`config.mk`:
```
export PLATFORM = sky130hd
export DESIGN_NAME = div_seq
export DESIGN_NICKNAME = d
export VERILOG_FILES = /design/src/rtl/div_seq.sv
export SDC_FILE = /design/constraint.sdc
export NUM_CORES = 1
export LEC_CHECK = 0
export BUFFER_PORTS_ARGS = -buffer_cell sky130_fd_sc_hd__buf_2
export CORE_UTILIZATION = 60
export DETAILED_ROUTE_END_ITERATION = 6
export GPL_ROUTABILITY_DRIVEN = 0
export PLACE_DENSITY = 0.8
export RECOVER_POWER = 50
export SLEW_MARGIN = 20
export SYNTH_ARGS = -nofsm -noshare
export SYNTH_HDL_FRONTEND = slang
export SYNTH_SLANG_ARGS = --single-unit
```
`constraint.sdc`:
```
create_clock -name clk -period 6.72 [get_ports clk]
set_input_delay 0.672 -clock clk [delete_from_list [all_inputs] [get_ports clk]]
set_output_delay 0.672 -clock clk [all_outputs]
set_load 0.05 [all_outputs]
```
`src/rtl/div_seq.sv`:
```
// Iterative restoring divider for DIV/DIVU: one quotient bit per cycle, holding the pipeline
// stalled until {remainder, quotient} is ready for the HI/LO write.
module div_seq #(
  parameter int unsigned WIDTH = 32
) (
  input  logic               clk,
  input  logic               resetn,
  input  logic               start,
  input  logic               signed_div,
  input  logic [WIDTH-1:0]   opdata1,
  input  logic [WIDTH-1:0]   opdata2,
  input  logic               annul,
  output logic [2*WIDTH-1:0] result,
  output logic               ready,
  output logic               stall
);

  localparam int unsigned CntW = $clog2(WIDTH + 1);

  typedef enum logic [1:0] {
    StIdle,
    StDivZero,
    StOn,
    StEnd
  } state_e;

  state_e             r_state, w_state_d;
  logic [CntW-1:0]    r_cnt, w_cnt_d;
  logic [WIDTH-1:0]   r_rem, w_rem_d;
  logic [WIDTH-1:0]   r_quo, w_quo_d;
  logic [WIDTH-1:0]   r_dvs, w_dvs_d;
  logic               r_neg_q, w_neg_q_d;
  logic               r_neg_r, w_neg_r_d;
  logic [2*WIDTH-1:0] r_result, w_result_d;

  logic [WIDTH:0]     w_shift;
  logic [WIDTH:0]     w_diff;
  logic               w_fits;
  logic [WIDTH-1:0]   w_rem_step;
  logic [WIDTH-1:0]   w_quo_step;
  logic [WIDTH-1:0]   w_rem_fin;
  logic [WIDTH-1:0]   w_quo_fin;
  logic [WIDTH-1:0]   w_abs1;
  logic [WIDTH-1:0]   w_abs2;

  // One restoring step: shift the next dividend bit in, keep the difference if it did not borrow.
  always_comb begin
    w_shift    = {r_rem, r_quo[WIDTH-1]};
    w_diff     = w_shift - {1'b0, r_dvs};
    w_fits     = ~w_diff[WIDTH];
    w_rem_step = w_fits ? w_diff[WIDTH-1:0] : w_shift[WIDTH-1:0];
    w_quo_step = {r_quo[WIDTH-2:0], w_fits};
    w_quo_fin  = r_neg_q ? -w_quo_step : w_quo_step;
    w_rem_fin  = r_neg_r ? -w_rem_step : w_rem_step;
    w_abs1     = (signed_div && opdata1[WIDTH-1]) ? -opdata1 : opdata1;
    w_abs2     = (signed_div && opdata2[WIDTH-1]) ? -opdata2 : opdata2;
  end

  always_comb begin
    w_state_d  = r_state;
    w_cnt_d    = r_cnt;
    w_rem_d    = r_rem;
    w_quo_d    = r_quo;
    w_dvs_d    = r_dvs;
    w_neg_q_d  = r_neg_q;
    w_neg_r_d  = r_neg_r;
    w_result_d = r_result;

    unique case (r_state)
      StIdle: begin
        if (start && !annul) begin
          w_neg_q_d = signed_div & (opdata1[WIDTH-1] ^ opdata2[WIDTH-1]);
          w_neg_r_d = signed_div & opdata1[WIDTH-1];
          w_quo_d   = w_abs1;
          w_dvs_d   = w_abs2;
          w_cnt_d   = '0;
          if (opdata2 == '0) begin
            // Raw dividend parked in r_rem; it becomes the remainder of a divide by zero.
            w_rem_d   = opdata1;
            w_state_d = StDivZero;
          end else begin
            w_rem_d   = '0;
            w_state_d = StOn;
          end
        end
      end
      StOn: begin
        if (annul) begin
          w_state_d = StIdle;
        end else begin
          w_rem_d = w_rem_step;
          w_quo_d = w_quo_step;
          w_cnt_d = r_cnt + CntW'(1);
          if (r_cnt == CntW'(WIDTH - 1)) begin
            w_result_d = {w_rem_fin, w_quo_fin};
            w_state_d  = StEnd;
          end
        end
      end
      StDivZero: begin
        if (annul) begin
          w_state_d = StIdle;
        end else begin
          w_result_d = {r_rem, {WIDTH{1'b1}}};
          w_state_d  = StEnd;
        end
      end
      StEnd: begin
        if (annul || !start) begin
          w_state_d = StIdle;
        end
      end
      default: w_state_d = StIdle;
    endcase
  end

  always_ff @(posedge clk or negedge resetn) begin
    if (!resetn) begin
      r_state  <= StIdle;
      r_cnt    <= '0;
      r_rem    <= '0;
      r_quo    <= '0;
      r_dvs    <= '0;
      r_neg_q  <= 1'b0;
      r_neg_r  <= 1'b0;
      r_result <= '0;
    end else begin
      r_state  <= w_state_d;
      r_cnt    <= w_cnt_d;
      r_rem    <= w_rem_d;
      r_quo    <= w_quo_d;
      r_dvs    <= w_dvs_d;
      r_neg_q  <= w_neg_q_d;
      r_neg_r  <= w_neg_r_d;
      r_result <= w_result_d;
    end
  end

  assign result = r_result;
  assign ready  = (r_state == StEnd);
  assign stall  = start & ~ready & ~annul;

endmodule

```
==> metrics.txt, run 1 <==
# TYPE chip_impl_metric gauge
chip_impl_metric{name="die_area",unit="sq um"} 22340
chip_impl_metric{name="yosys_register_bits",unit=""} 170
chip_impl_metric{name="insertedDiodeCount",unit=""} 0
chip_impl_info{name="violations_in_the_final_reports",value="max-capacitance violations, max-slew violations"} 1
chip_impl_info{name="crit_path_cell_trace",value="ha_1 > nand2_1 > o21ai_2 > nand4_1 > a31oi_2 > o31a_2 > nor2_4 > inv_2 > buf_4 > mux2_2 > inv_1 > ha_1 > nand2_1 > a2111oi_0 > a41o_1 > nand4_1 > o311ai_0 > o41ai_1 > a21oi_1"} 1
chip_impl_metric{name="postSynth.asyncResetShare",unit="%"} 100.0
chip_impl_metric{name="fp.dieW",unit="microns"} 149.5
chip_impl_info{name="holdCritStartpoint",value="result[31]"} 1
chip_impl_info{name="hold_path_class",value="register to register"} 1
chip_impl_metric{name="num_io_pins",unit=""} 135
chip_impl_metric{name="detailedPlacementHpwl",unit="mm"} 30.92
chip_impl_info{name="final_common_cell",value="nand2_1"} 1
chip_impl_metric{name="totalWireLength",unit="mm"} 41.81
chip_impl_info{name="timing_worst_setup_path_type",value="register to register"} 1
chip_impl_metric{name="global_route.usage.total",unit="%"} 37.93
chip_impl_metric{name="rrSetupSlack",unit="ns"} 1.35
chip_impl_metric{name="htree_levels",unit=""} 4
chip_impl_metric{name="finalCritPeriodShare",unit="%"} 79.94
chip_impl_metric{name="antenna_found_initial",unit=""} 0
chip_impl_info{name="yosys_most_used_dff",value="dfrtp_1"} 1
chip_impl_metric{name="cts_max_path_buffers",unit=""} 2
chip_impl_metric{name="filler_cell_count",unit=""} 1807
chip_impl_metric{name="gates_resized_cts_repair",unit=""} 0
chip_impl_metric{name="route.antenna.remaining_nets",unit=""} 0
chip_impl_metric{name="drt-wirelength-per-cell",unit="microns"} 20.86
chip_impl_metric{name="whs_path_depth",unit=""} 2
chip_impl_metric{name="place_ws",unit="ns"} 1.584
chip_impl_metric{name="post_drt_via_cell_ratio",unit=""} 6.552
chip_impl_metric{name="worst_slack",unit="ns"} 1.348
chip_impl_metric{name="drc_violations_left",unit=""} 0
chip_impl_metric{name="postCtsHoldBufs",unit=""} 0
chip_impl_metric{name="clk_transition_reported_paths",unit="ns"} 0.07
chip_impl_info{name="final_cell_mix",value="216 x nand2_1, 188 x o21ai_0, 170 x dfrtp_1, 162 x a21oi_1, 145 x nor2_1"} 1
chip_impl_metric{name="max_cap_violations",unit=""} 2
chip_impl_info{name="critical_path.reg2reg.endpoint",value="result[62]"} 1
chip_impl_info{name="hold_path_end",value="result[31]"} 1
chip_impl_metric{name="final_cells",unit=""} 2004
chip_impl_metric{name="initial_core_util",unit="%"} 61.67
chip_impl_info{name="netlist.top_cell.by_area",value="dfrtp_1"} 1
chip_impl_info{name="worstSetupStartpointType",value="register"} 1
chip_impl_metric{name="accumulated_negative_setup_slack",unit="ns"} 0
chip_impl_metric{name="synth_top_area_share",unit="%"} 32.61
chip_impl_metric{name="final-setup-viol-count",unit=""} 0
chip_impl_metric{name="final_hold_viol_count",unit=""} 0
chip_impl_metric{name="rows",unit=""} 53
chip_impl_metric{name="gr_overflow_total",unit=""} 0
chip_impl_metric{name="placed_cells",unit=""} 1972
chip_impl_metric{name="tritoncts_num_sinks",unit=""} 170
chip_impl_metric{name="syn_area",unit="sq um"} 13050
chip_impl_metric{name="grt_start_max_net_pins",unit=""} 99
chip_impl_metric{name="flow.area_growth_from_synthesis",unit="%"} 9.381
chip_impl_info{name="cpMaxStageDelayCell",value="ha_1"} 1
chip_impl_metric{name="die_y",unit="microns"} 149.5
chip_impl_info{name="grt_setup_unrepaired",value="no"} 1
chip_impl_info{name="worstReg2RegStart",value="r_rem[18]"} 1
chip_impl_metric{name="clk-insertion-delay-late",unit="ns"} 0.45
chip_impl_metric{name="worst-slew-pin-transition",unit="ns"} 5.290
chip_impl_metric{name="synthDistinctLibCells",unit=""} 96
chip_impl_info{name="crit_path_capture_type",value="register"} 1
chip_impl_metric{name="synth-edff-count",unit=""} 0
chip_impl_info{name="cts_root_buffer",value="clkbuf_16"} 1
chip_impl_metric{name="yosysWarningCount",unit=""} 0
chip_impl_metric{name="final_nets",unit=""} 1828
chip_impl_metric{name="r2r_cells",unit=""} 19
chip_impl_metric{name="time_the_final_worst_path_needs_with_i_o_delays_and_setup",unit="ns"} 5.372
chip_impl_metric{name="drt_iter0_markers",unit=""} 1738
chip_impl_metric{name="path_max_fanout",unit=""} 26
chip_impl_metric{name="drive_above_1_share",unit="%"} 9.890
chip_impl_metric{name="synth_seq_area_share",unit="%"} 32.61
chip_impl_metric{name="syn_inst",unit=""} 1647
chip_impl_metric{name="grt_pass1_vias",unit=""} 12000
chip_impl_metric{name="clock_skew",unit="ns"} 0.01360
chip_impl_metric{name="worst-endpoint-arrival",unit="ns"} 5.73
chip_impl_metric{name="critical_path_required",unit="ns"} 7.08
chip_impl_metric{name="fmax",unit="MHz"} 186.1
chip_impl_metric{name="portBuffers",unit=""} 134
chip_impl_metric{name="core_region_area",unit="sq um"} 21150
chip_impl_metric{name="worst_max_slew_margin_expressed_relative_to_the_limit",unit="%"} -252.7
chip_impl_metric{name="vias",unit=""} 13130
chip_impl_info{name="outcome",value="finished with violations"} 1
chip_impl_metric{name="drt_pass1_iterations",unit=""} 6
chip_impl_metric{name="cts-buffers-inserted",unit=""} 17
chip_impl_metric{name="post_cts.repair.setup_buffers",unit=""} 0
chip_impl_metric{name="synth.net_count",unit=""} 1759
chip_impl_metric{name="timing.final.max_slew_violations",unit=""} 168
chip_impl_metric{name="post-route-util",unit="%"} 67.45
chip_impl_metric{name="syn_avg_cell_area",unit="sq um"} 7.920
chip_impl_info{name="cts_tree",value="done"} 1
chip_impl_info{name="top_area_cells_in_the_synthesized_netlist",value="dfrtp_1 33%, o21ai_0 7.2%, a21oi_1 6.2%"} 1
chip_impl_metric{name="cpPeakStageDelay",unit="ns"} 0.51
chip_impl_metric{name="grt_first_pass_wirelength",unit="mm"} 65.56
## final cells by class
class	instances	area (sq um)	share of cell area, %
clock buffer	18	439.2	3.078
multi-input combinational	1321	8168	57.24
sequential	170	4254	29.81
inverter	56	210.2	1.473
clock inverter	14	148.9	1.043
tap	275	344.1	2.411
timing repair buffer	150	704.4	4.937
## worst max-delay path: cells and delay by family (launching register included)
kind	cells	cell delay, ns
AO/OA/AOI/OAI	8	2.49
adder cells (fa/ha/maj)	2	0.72
buffers and inverters	3	0.47
flip-flops	1	0.49
multiplexers	1	0.41
AND/OR/NAND/NOR	5	0.70
## worst max-delay path by stage
stage	start	end	slack [ns]
6_report	r_rem[18]	result[62]	1.35
5_1_grt	resetn	r_rem[20]	0.57
4_1_cts	r_rem[18]	result[62]	1.53
3_5_place_dp	r_rem[18]	result[62]	1.58
3_3_place_gp	r_quo[31]	result[62]	1.82
2_1_floorplan	r_quo[31]	result[28]	1.76
## synth_stat cells (6+ instances only)
| cell | count |
|---|---|
| a31oi_1 | 31 |
| a21oi_1 | 162 |
| dfrtp_1 | 170 |
| or4_1 | 11 |
| a21oi_2 | 7 |
| nand2b_1 | 11 |
| o21ai_0 | 188 |
| o21a_1 | 7 |
| xnor2_1 | 70 |
| xor2_1 | 59 |
| nor3_1 | 29 |
| nor4_1 | 26 |
| nand3_1 | 24 |
| buf_2 | 14 |
| a211oi_1 | 9 |
| nand2_1 | 216 |
| o41ai_1 | 11 |
| mux2i_1 | 33 |
| clkbuf_1 | 68 |
| or3_1 | 21 |
| o31ai_1 | 18 |
| nand4_1 | 13 |
| and3_1 | 29 |
| buf_6 | 6 |
| nor2_1 | 147 |
| or2_2 | 7 |
| ha_1 | 42 |
| inv_1 | 54 |
| a21o_1 | 15 |
| buf_1 | 9 |
| and2_1 | 14 |
| o211ai_1 | 8 |
## metal layers
layer / global-route usage (%) / part of all wire, %
met1: 51.79 / 41
met2: 57.31 / 44
met5: 0 / 0
met3: 10.03 / 12
met4: 14.29 / 3.8
## flip-flops by register name, summed over array words and instances, names as in the netlist
name / cells
r_rem: 32
r_state: 2
r_neg_q: 1
r_cnt: 6
r_dvs: 32
result: 64
r_neg_r: 1
r_quo: 32
## stage by stage
stage	hold WS, ns	cell area, sq um
floorplan	0.3764	13050
global placement	0.4467	13770
detailed placement	0.4512	13770
CTS	0.3669	14360
global route	0.5000	14270
finish	0.4632	14270
## cell families (layout without fill, tap and decap cells)
group	Yosys count	after routing	synth area share [%]
multiplexers	38	38	2.983
buffers and inverters	156	238	5.054
adder cells (fa/ha/maj)	43	43	4.182
flip-flops	170	170	32.61
AND/OR/NAND/NOR	583	583	21.34
AO/OA/AOI/OAI	528	528	25.17
XOR/XNOR	129	129	8.661
Power of run 1 is left out: the tool's default activity adds up to more than one toggle a clock period on the data nets, which glitch-free logic cannot reach.
==> run 2: changes to the inputs <==
==> constraint.sdc (replaced) <==
create_clock -name clk -period 5.03 [get_ports clk]
set_input_delay 0.503 -clock clk [delete_from_list [all_inputs] [get_ports clk]]
set_output_delay 0.503 -clock clk [all_outputs]
set_load 0.05 [all_outputs]
==> metrics.txt, run 2 (synthesis results as in run 1) <==
# TYPE chip_impl_metric gauge
chip_impl_metric{name="worst-slew-pin-transition",unit="ns"} 4.287
chip_impl_info{name="final_common_cell",value="nand2_1"} 1
chip_impl_metric{name="totalWireLength",unit="mm"} 41.74
chip_impl_metric{name="post_drt_via_cell_ratio",unit=""} 6.540
chip_impl_metric{name="final_cells",unit=""} 2024
chip_impl_metric{name="die_y",unit="microns"} 149.5
chip_impl_metric{name="detailedPlacementHpwl",unit="mm"} 30.84
chip_impl_metric{name="sequential_area",unit="sq um"} 4254
chip_impl_metric{name="vias",unit=""} 13240
chip_impl_metric{name="worst-path-buf-inv",unit=""} 1
chip_impl_metric{name="timing.final.max_slew_violations",unit=""} 88
chip_impl_metric{name="filler_cell_count",unit=""} 1785
chip_impl_metric{name="drt_iter0_markers",unit=""} 1738
chip_impl_metric{name="finalCritPeriodShare",unit="%"} 94.73
chip_impl_metric{name="cts-buffers-inserted",unit=""} 17
chip_impl_info{name="timing_worst_setup_path_type",value="register to register"} 1
chip_impl_info{name="final_cell_mix",value="216 x nand2_1, 188 x o21ai_0, 170 x dfrtp_1, 162 x a21oi_1, 145 x nor2_1"} 1
chip_impl_metric{name="postCtsHoldBufs",unit=""} 0
chip_impl_metric{name="drc_violations_left",unit=""} 9
chip_impl_info{name="cts_root_buffer",value="clkbuf_16"} 1
chip_impl_metric{name="core_region_area",unit="sq um"} 21150
chip_impl_metric{name="gr_overflow_total",unit=""} 0
chip_impl_metric{name="drt_pass1_iterations",unit=""} 7
chip_impl_metric{name="drive_above_1_share",unit="%"} 13.21
chip_impl_metric{name="initial_core_util",unit="%"} 61.67
chip_impl_metric{name="grt_pass1_vias",unit=""} 11920
chip_impl_info{name="crit_path_capture_type",value="register"} 1
chip_impl_metric{name="clk-insertion-delay-late",unit="ns"} 0.45
chip_impl_metric{name="rows",unit=""} 53
chip_impl_info{name="crit_path_cell_trace",value="ha_2 > nand4_1 > or4_4 > a21oi_4 > o31a_2 > nor2_4 > inv_2 > ha_1 > nand2_1 > nor2_2 > nand2_1 > or3_4 > or4_4 > or4_4 > o41ai_4 > o21ai_1 > xnor2_1 > a21oi_1"} 1
chip_impl_metric{name="num_io_pins",unit=""} 135
chip_impl_metric{name="time_the_final_worst_path_needs_with_i_o_delays_and_setup",unit="ns"} 4.765
chip_impl_metric{name="grt_start_max_net_pins",unit=""} 88
chip_impl_info{name="violations_in_the_final_reports",value="design-rule violations, max-capacitance violations, max-slew violations"} 1
chip_impl_metric{name="grt_first_pass_wirelength",unit="mm"} 65.31
chip_impl_metric{name="global_route.usage.total",unit="%"} 37.99
chip_impl_metric{name="worst_max_slew_margin_expressed_relative_to_the_limit",unit="%"} -185.8
chip_impl_info{name="hold_path_class",value="input pin to register"} 1
chip_impl_info{name="cpMaxStageDelayCell",value="or4_4"} 1
chip_impl_metric{name="antenna_found_initial",unit=""} 0
chip_impl_metric{name="flow.area_growth_from_synthesis",unit="%"} 11.62
chip_impl_metric{name="final_hold_viol_count",unit=""} 0
chip_impl_metric{name="htree_levels",unit=""} 4
chip_impl_metric{name="clock_skew",unit="ns"} 0.01820
chip_impl_metric{name="insertedDiodeCount",unit=""} 0
chip_impl_info{name="cts_tree",value="done"} 1
chip_impl_metric{name="final-setup-viol-count",unit=""} 0
chip_impl_metric{name="largest_register_ffs",unit=""} 64
chip_impl_metric{name="whs_path_depth",unit=""} 3
chip_impl_metric{name="max_cap_violations",unit=""} 1
chip_impl_metric{name="worst-path-stages",unit=""} 18
chip_impl_metric{name="drt-wirelength-per-cell",unit="microns"} 20.62
chip_impl_metric{name="r2r_cells",unit=""} 18
chip_impl_metric{name="worst-endpoint-arrival",unit="ns"} 5.14
chip_impl_metric{name="clk_transition_reported_paths",unit="ns"} 0.08
chip_impl_metric{name="portBuffers",unit=""} 134
chip_impl_metric{name="critical_path_required",unit="ns"} 5.41
chip_impl_metric{name="cpPeakStageDelay",unit="ns"} 0.61
chip_impl_metric{name="multiInputGateArea",unit="sq um"} 8227
chip_impl_info{name="cp_top_delay_family",value="simple AND/OR/NAND/NOR gates"} 1
chip_impl_info{name="critical_path.most_common_cell",value="or4_4"} 1
chip_impl_metric{name="fp.dieW",unit="microns"} 149.5
chip_impl_metric{name="route.antenna.remaining_nets",unit=""} 0
chip_impl_metric{name="tritoncts_num_sinks",unit=""} 170
chip_impl_metric{name="placed_cells",unit=""} 1991
chip_impl_metric{name="final_nets",unit=""} 1848
chip_impl_info{name="outcome",value="finished with violations"} 1
chip_impl_metric{name="die_area",unit="sq um"} 22340
chip_impl_info{name="worstSetupStartpointType",value="register"} 1
chip_impl_metric{name="fmax",unit="MHz"} 209.9
chip_impl_metric{name="path_max_fanout",unit=""} 6
chip_impl_metric{name="cts_max_path_buffers",unit=""} 2
==> run 2: changes by cell type in the layout (fill, tap and decap cells not counted), moves of 2 or more <==
cell	delta
or4_4	+2
buf_2	+32
buf_4	+21
clkinv_8	+5
clkbuf_1	-34
or4_1	-2
inv_8	-4
clkinvlp_4	-2
inv_6	+2
==> run 2: area by class of cell <==
cell class / instances / share of cell area [%]
clock buffers: 17 / 2.922
clock inverters: 15 / 1.341
inverters: 56 / 1.444
multi-input cells: 1321 / 56.50
flip-flops and latches: 170 / 29.22
well taps: 275 / 2.363
repair buffers: 170 / 6.213
==> run 2: metrics by stage <==
step           utilization [%]  hold WS (ns)  worst slack, ns  instance area (sq um)  setup TNS (ns)
6_report                 68.83        0.3470           0.2649                  14560               0
5_1_grt                  68.83        0.3405        -0.003195                  14560       -0.003195
4_1_cts                  68.71        0.1585           0.1177                  14530               0
3_5_place_dp             65.77        0.4537           0.1368                  13910               0
3_3_place_gp             65.77        0.4452           0.2481                  13910               0
2_1_floorplan                -        0.2074          0.06761                  13050               0
==> run 2: routing by layer <==
| metal | up-vias | GRT usage (%) | share of wire (%) |
|---|---|---|---|
| met5 | - | 0 | 0 |
| met1 | 6164 | 52.71 | 41 |
| li1 | 6077 | - | - |
| met4 | 0 | 15.05 | 4.2 |
| met2 | 846 | 55.44 | 43 |
| met3 | 150 | 10.85 | 12 |
==> run 2: tightest hold or removal path: stages <==
cell,delay (ns)
buf_2,0.13
nand2_1,0.05
o21ai_0,0.07
==> run 2: path summary, 6_finish.rpt <==
kind	from	endpoint	slack (ns)
worst min-delay path	opdata2[31]	r_dvs[31]	0.35
min in group asynchronous	resetn	result[45]	1.78
worst min register to register	result[31]	result[31]	0.47
max in group asynchronous	resetn	r_rem[25]	0.83
worst max-delay path	r_rem[27]	result[28]	0.26
worst max register to register	r_rem[27]	result[28]	0.26
==> run 2: timing repair <==
action,in CTS,in global routing
setup buffers,0,1
setup endpoints to repair,0,10
gates resized for setup,0,13
Power of run 2 is left out for the same reason.
==> run 3: changes to the inputs <==
==> constraint.sdc (replaced) <==
create_clock -name clk -period 6.1 [get_ports clk]
set_input_delay 0.61 -clock clk [delete_from_list [all_inputs] [get_ports clk]]
set_output_delay 0.61 -clock clk [all_outputs]
set_load 0.05 [all_outputs]
==> metrics.txt, run 3 (synthesis results as in run 1) <==
# TYPE chip_impl_metric gauge
chip_impl_metric{name="portBuffers",unit=""} 134
chip_impl_metric{name="whs_path_depth",unit=""} 3
chip_impl_metric{name="num_io_pins",unit=""} 135
chip_impl_info{name="cts_root_buffer",value="clkbuf_16"} 1
chip_impl_metric{name="cts_max_path_buffers",unit=""} 2
chip_impl_metric{name="post_drt_via_cell_ratio",unit=""} 6.608
chip_impl_metric{name="vias",unit=""} 13250
chip_impl_info{name="cts_tree",value="done"} 1
chip_impl_metric{name="final-setup-viol-count",unit=""} 0
chip_impl_metric{name="global_route.usage.total",unit="%"} 38.14
chip_impl_metric{name="final_nets",unit=""} 1828
chip_impl_metric{name="finalCritPeriodShare",unit="%"} 87.27
chip_impl_metric{name="route.antenna.remaining_nets",unit=""} 0
chip_impl_metric{name="accumulated_negative_setup_slack",unit="ns"} 0
chip_impl_info{name="grt_setup_unrepaired",value="no"} 1
chip_impl_metric{name="timing.final.max_slew_violations",unit=""} 176
chip_impl_metric{name="r2r_cells",unit=""} 20
chip_impl_metric{name="final_hold_viol_count",unit=""} 0
chip_impl_metric{name="grt_util_met1",unit="%"} 51.70
chip_impl_info{name="cpMaxStageDelayCell",value="ha_1"} 1
chip_impl_metric{name="cpPeakStageDelay",unit="ns"} 0.49
chip_impl_metric{name="gr_overflow_total",unit=""} 0
chip_impl_metric{name="cts-buffers-inserted",unit=""} 17
chip_impl_info{name="grt_busiest_layer",value="met2"} 1
chip_impl_metric{name="die_y",unit="microns"} 149.5
chip_impl_info{name="crit_path_capture_type",value="register"} 1
chip_impl_metric{name="fmax",unit="MHz"} 187.8
chip_impl_metric{name="drc_violations_left",unit=""} 28
chip_impl_info{name="worstSetupStartpointType",value="register"} 1
chip_impl_metric{name="met2_usage",unit="%"} 56.69
chip_impl_metric{name="flow.area_growth_from_synthesis",unit="%"} 9.831
chip_impl_metric{name="max_cap_violations",unit=""} 2
chip_impl_metric{name="grt_pass1_vias",unit=""} 12240
chip_impl_metric{name="design_area",unit="sq um"} 14330
chip_impl_info{name="violations_in_the_final_reports",value="design-rule violations, max-capacitance violations, max-slew violations"} 1
chip_impl_metric{name="largest_register_ffs",unit=""} 64
chip_impl_metric{name="time_the_final_worst_path_needs_with_i_o_delays_and_setup",unit="ns"} 5.324
chip_impl_metric{name="worst-slew-pin-transition",unit="ns"} 4.909
chip_impl_metric{name="multiInputGateArea",unit="sq um"} 8165
chip_impl_metric{name="drive_above_1_share",unit="%"} 9.774
chip_impl_metric{name="path_max_fanout",unit=""} 12
chip_impl_info{name="crit_path_cell_trace",value="buf_4 > ha_1 > nand4_1 > nor2_1 > nand3_2 > a21oi_4 > o31a_2 > nor2_4 > inv_2 > ha_1 > nand2_1 > nor2_1 > nand2_1 > or3_1 > or4_1 > or4_1 > o41ai_2 > o21ai_1 > xnor2_1 > a21oi_1"} 1
chip_impl_metric{name="grt_start_max_net_pins",unit=""} 107
chip_impl_metric{name="filler_cell_count",unit=""} 1827
chip_impl_metric{name="gates_resized_cts_repair",unit=""} 0
chip_impl_info{name="hold_path_class",value="input pin to register"} 1
chip_impl_metric{name="worst-endpoint-arrival",unit="ns"} 5.64
chip_impl_metric{name="die_area",unit="sq um"} 22340
chip_impl_metric{name="drt_pass1_iterations",unit=""} 7
chip_impl_metric{name="post_cts.repair.setup_buffers",unit=""} 0
chip_impl_metric{name="antenna_found_initial",unit=""} 0
chip_impl_metric{name="placedInstanceArea",unit="sq um"} 13770
chip_impl_info{name="outcome",value="finished with violations"} 1
chip_impl_metric{name="grt_first_pass_wirelength",unit="mm"} 65.81
chip_impl_metric{name="drt-wirelength-per-cell",unit="microns"} 20.89
chip_impl_metric{name="rows",unit=""} 53
chip_impl_info{name="final_cell_mix",value="216 x nand2_1, 188 x o21ai_0, 170 x dfrtp_1, 162 x a21oi_1, 146 x nor2_1"} 1
chip_impl_metric{name="fp.dieW",unit="microns"} 149.5
chip_impl_metric{name="core_region_area",unit="sq um"} 21150
chip_impl_metric{name="sequential_area",unit="sq um"} 4254
chip_impl_metric{name="clk-insertion-delay-late",unit="ns"} 0.44
chip_impl_metric{name="globalRouteMet3Util",unit="%"} 9.116
chip_impl_metric{name="postCtsHoldBufs",unit=""} 0
chip_impl_metric{name="critical_path_required",unit="ns"} 6.41
chip_impl_metric{name="drt_iter0_markers",unit=""} 1778
chip_impl_metric{name="clk_transition_reported_paths",unit="ns"} 0.08
chip_impl_metric{name="worst_max_slew_margin_expressed_relative_to_the_limit",unit="%"} -227.2
chip_impl_info{name="final_common_cell",value="nand2_1"} 1
chip_impl_info{name="timing_worst_setup_path_type",value="register to register"} 1
chip_impl_metric{name="clock_skew",unit="ns"} 0.01301
chip_impl_metric{name="final_cells",unit=""} 2005
chip_impl_metric{name="totalWireLength",unit="mm"} 41.88
chip_impl_metric{name="htree_levels",unit=""} 4
chip_impl_metric{name="placed_cells",unit=""} 1972
chip_impl_metric{name="initial_core_util",unit="%"} 61.67
chip_impl_metric{name="detailedPlacementHpwl",unit="mm"} 30.87
chip_impl_metric{name="tritoncts_num_sinks",unit=""} 170
-- run 3: changes by cell type in the layout (fill, tap and decap cells not counted), sizes merged, moves of 3 or more --
cell	change
buf	-53
bufinv	+3
clkbuf	+35
clkinv	-5
-- run 3: layout make-up --
| type | instances | share of cell area (%) |
|---|---|---|
| Clock buffer | 19 | 3.091 |
| Antenna cell | 1 | 0.01747 |
| Tap cell | 275 | 2.402 |
| Clock inverter | 13 | 1.362 |
| Multi-Input combinational cell | 1321 | 56.99 |
| Sequential cell | 170 | 29.69 |
| Timing Repair Buffer | 150 | 4.978 |
| Inverter | 56 | 1.467 |
-- run 3: worst paths after layout --
path                         endpoint  slack, ns   startpoint
setup reg to reg           result[28]       0.78    r_rem[18]
hold / removal              r_dvs[31]       0.45  opdata2[31]
setup / recovery           result[28]       0.78    r_rem[18]
max in group asynchronous   r_rem[30]       1.22       resetn
min in group asynchronous    r_rem[1]       2.07       resetn
hold reg to reg            result[31]       0.47   result[31]
-- run 3: worst max-delay path: cells and delay by family (launching register included) --
family	cells	cell delay, ns
compound gates	5	1.19
xor+xnor	1	0.16
fa+ha+maj	2	0.72
buf+inv	2	0.32
flops	1	0.37
simple gates	10	2.46
-- run 3: stage by stage --
step,hold WS (ns),setup WS (ns),utilization (%)
after detailed placement,0.4572,0.9999,65.10
after CTS,0.3655,0.9282,68.11
final,0.4521,0.7765,67.73
after global routing,0.4906,0.2761,67.72
after floorplan,0.3144,1.138,-
after global placement,0.4463,1.145,65.10
-- run 3: layer usage --
layer | wire, microns | up-vias
met4 | 2105 | 2
met5 | 57 | -
met1 | 16690 | 6111
met2 | 17880 | 914
li1 | - | 6032
met3 | 5145 | 191
Power of run 3 is left out for the same reason.
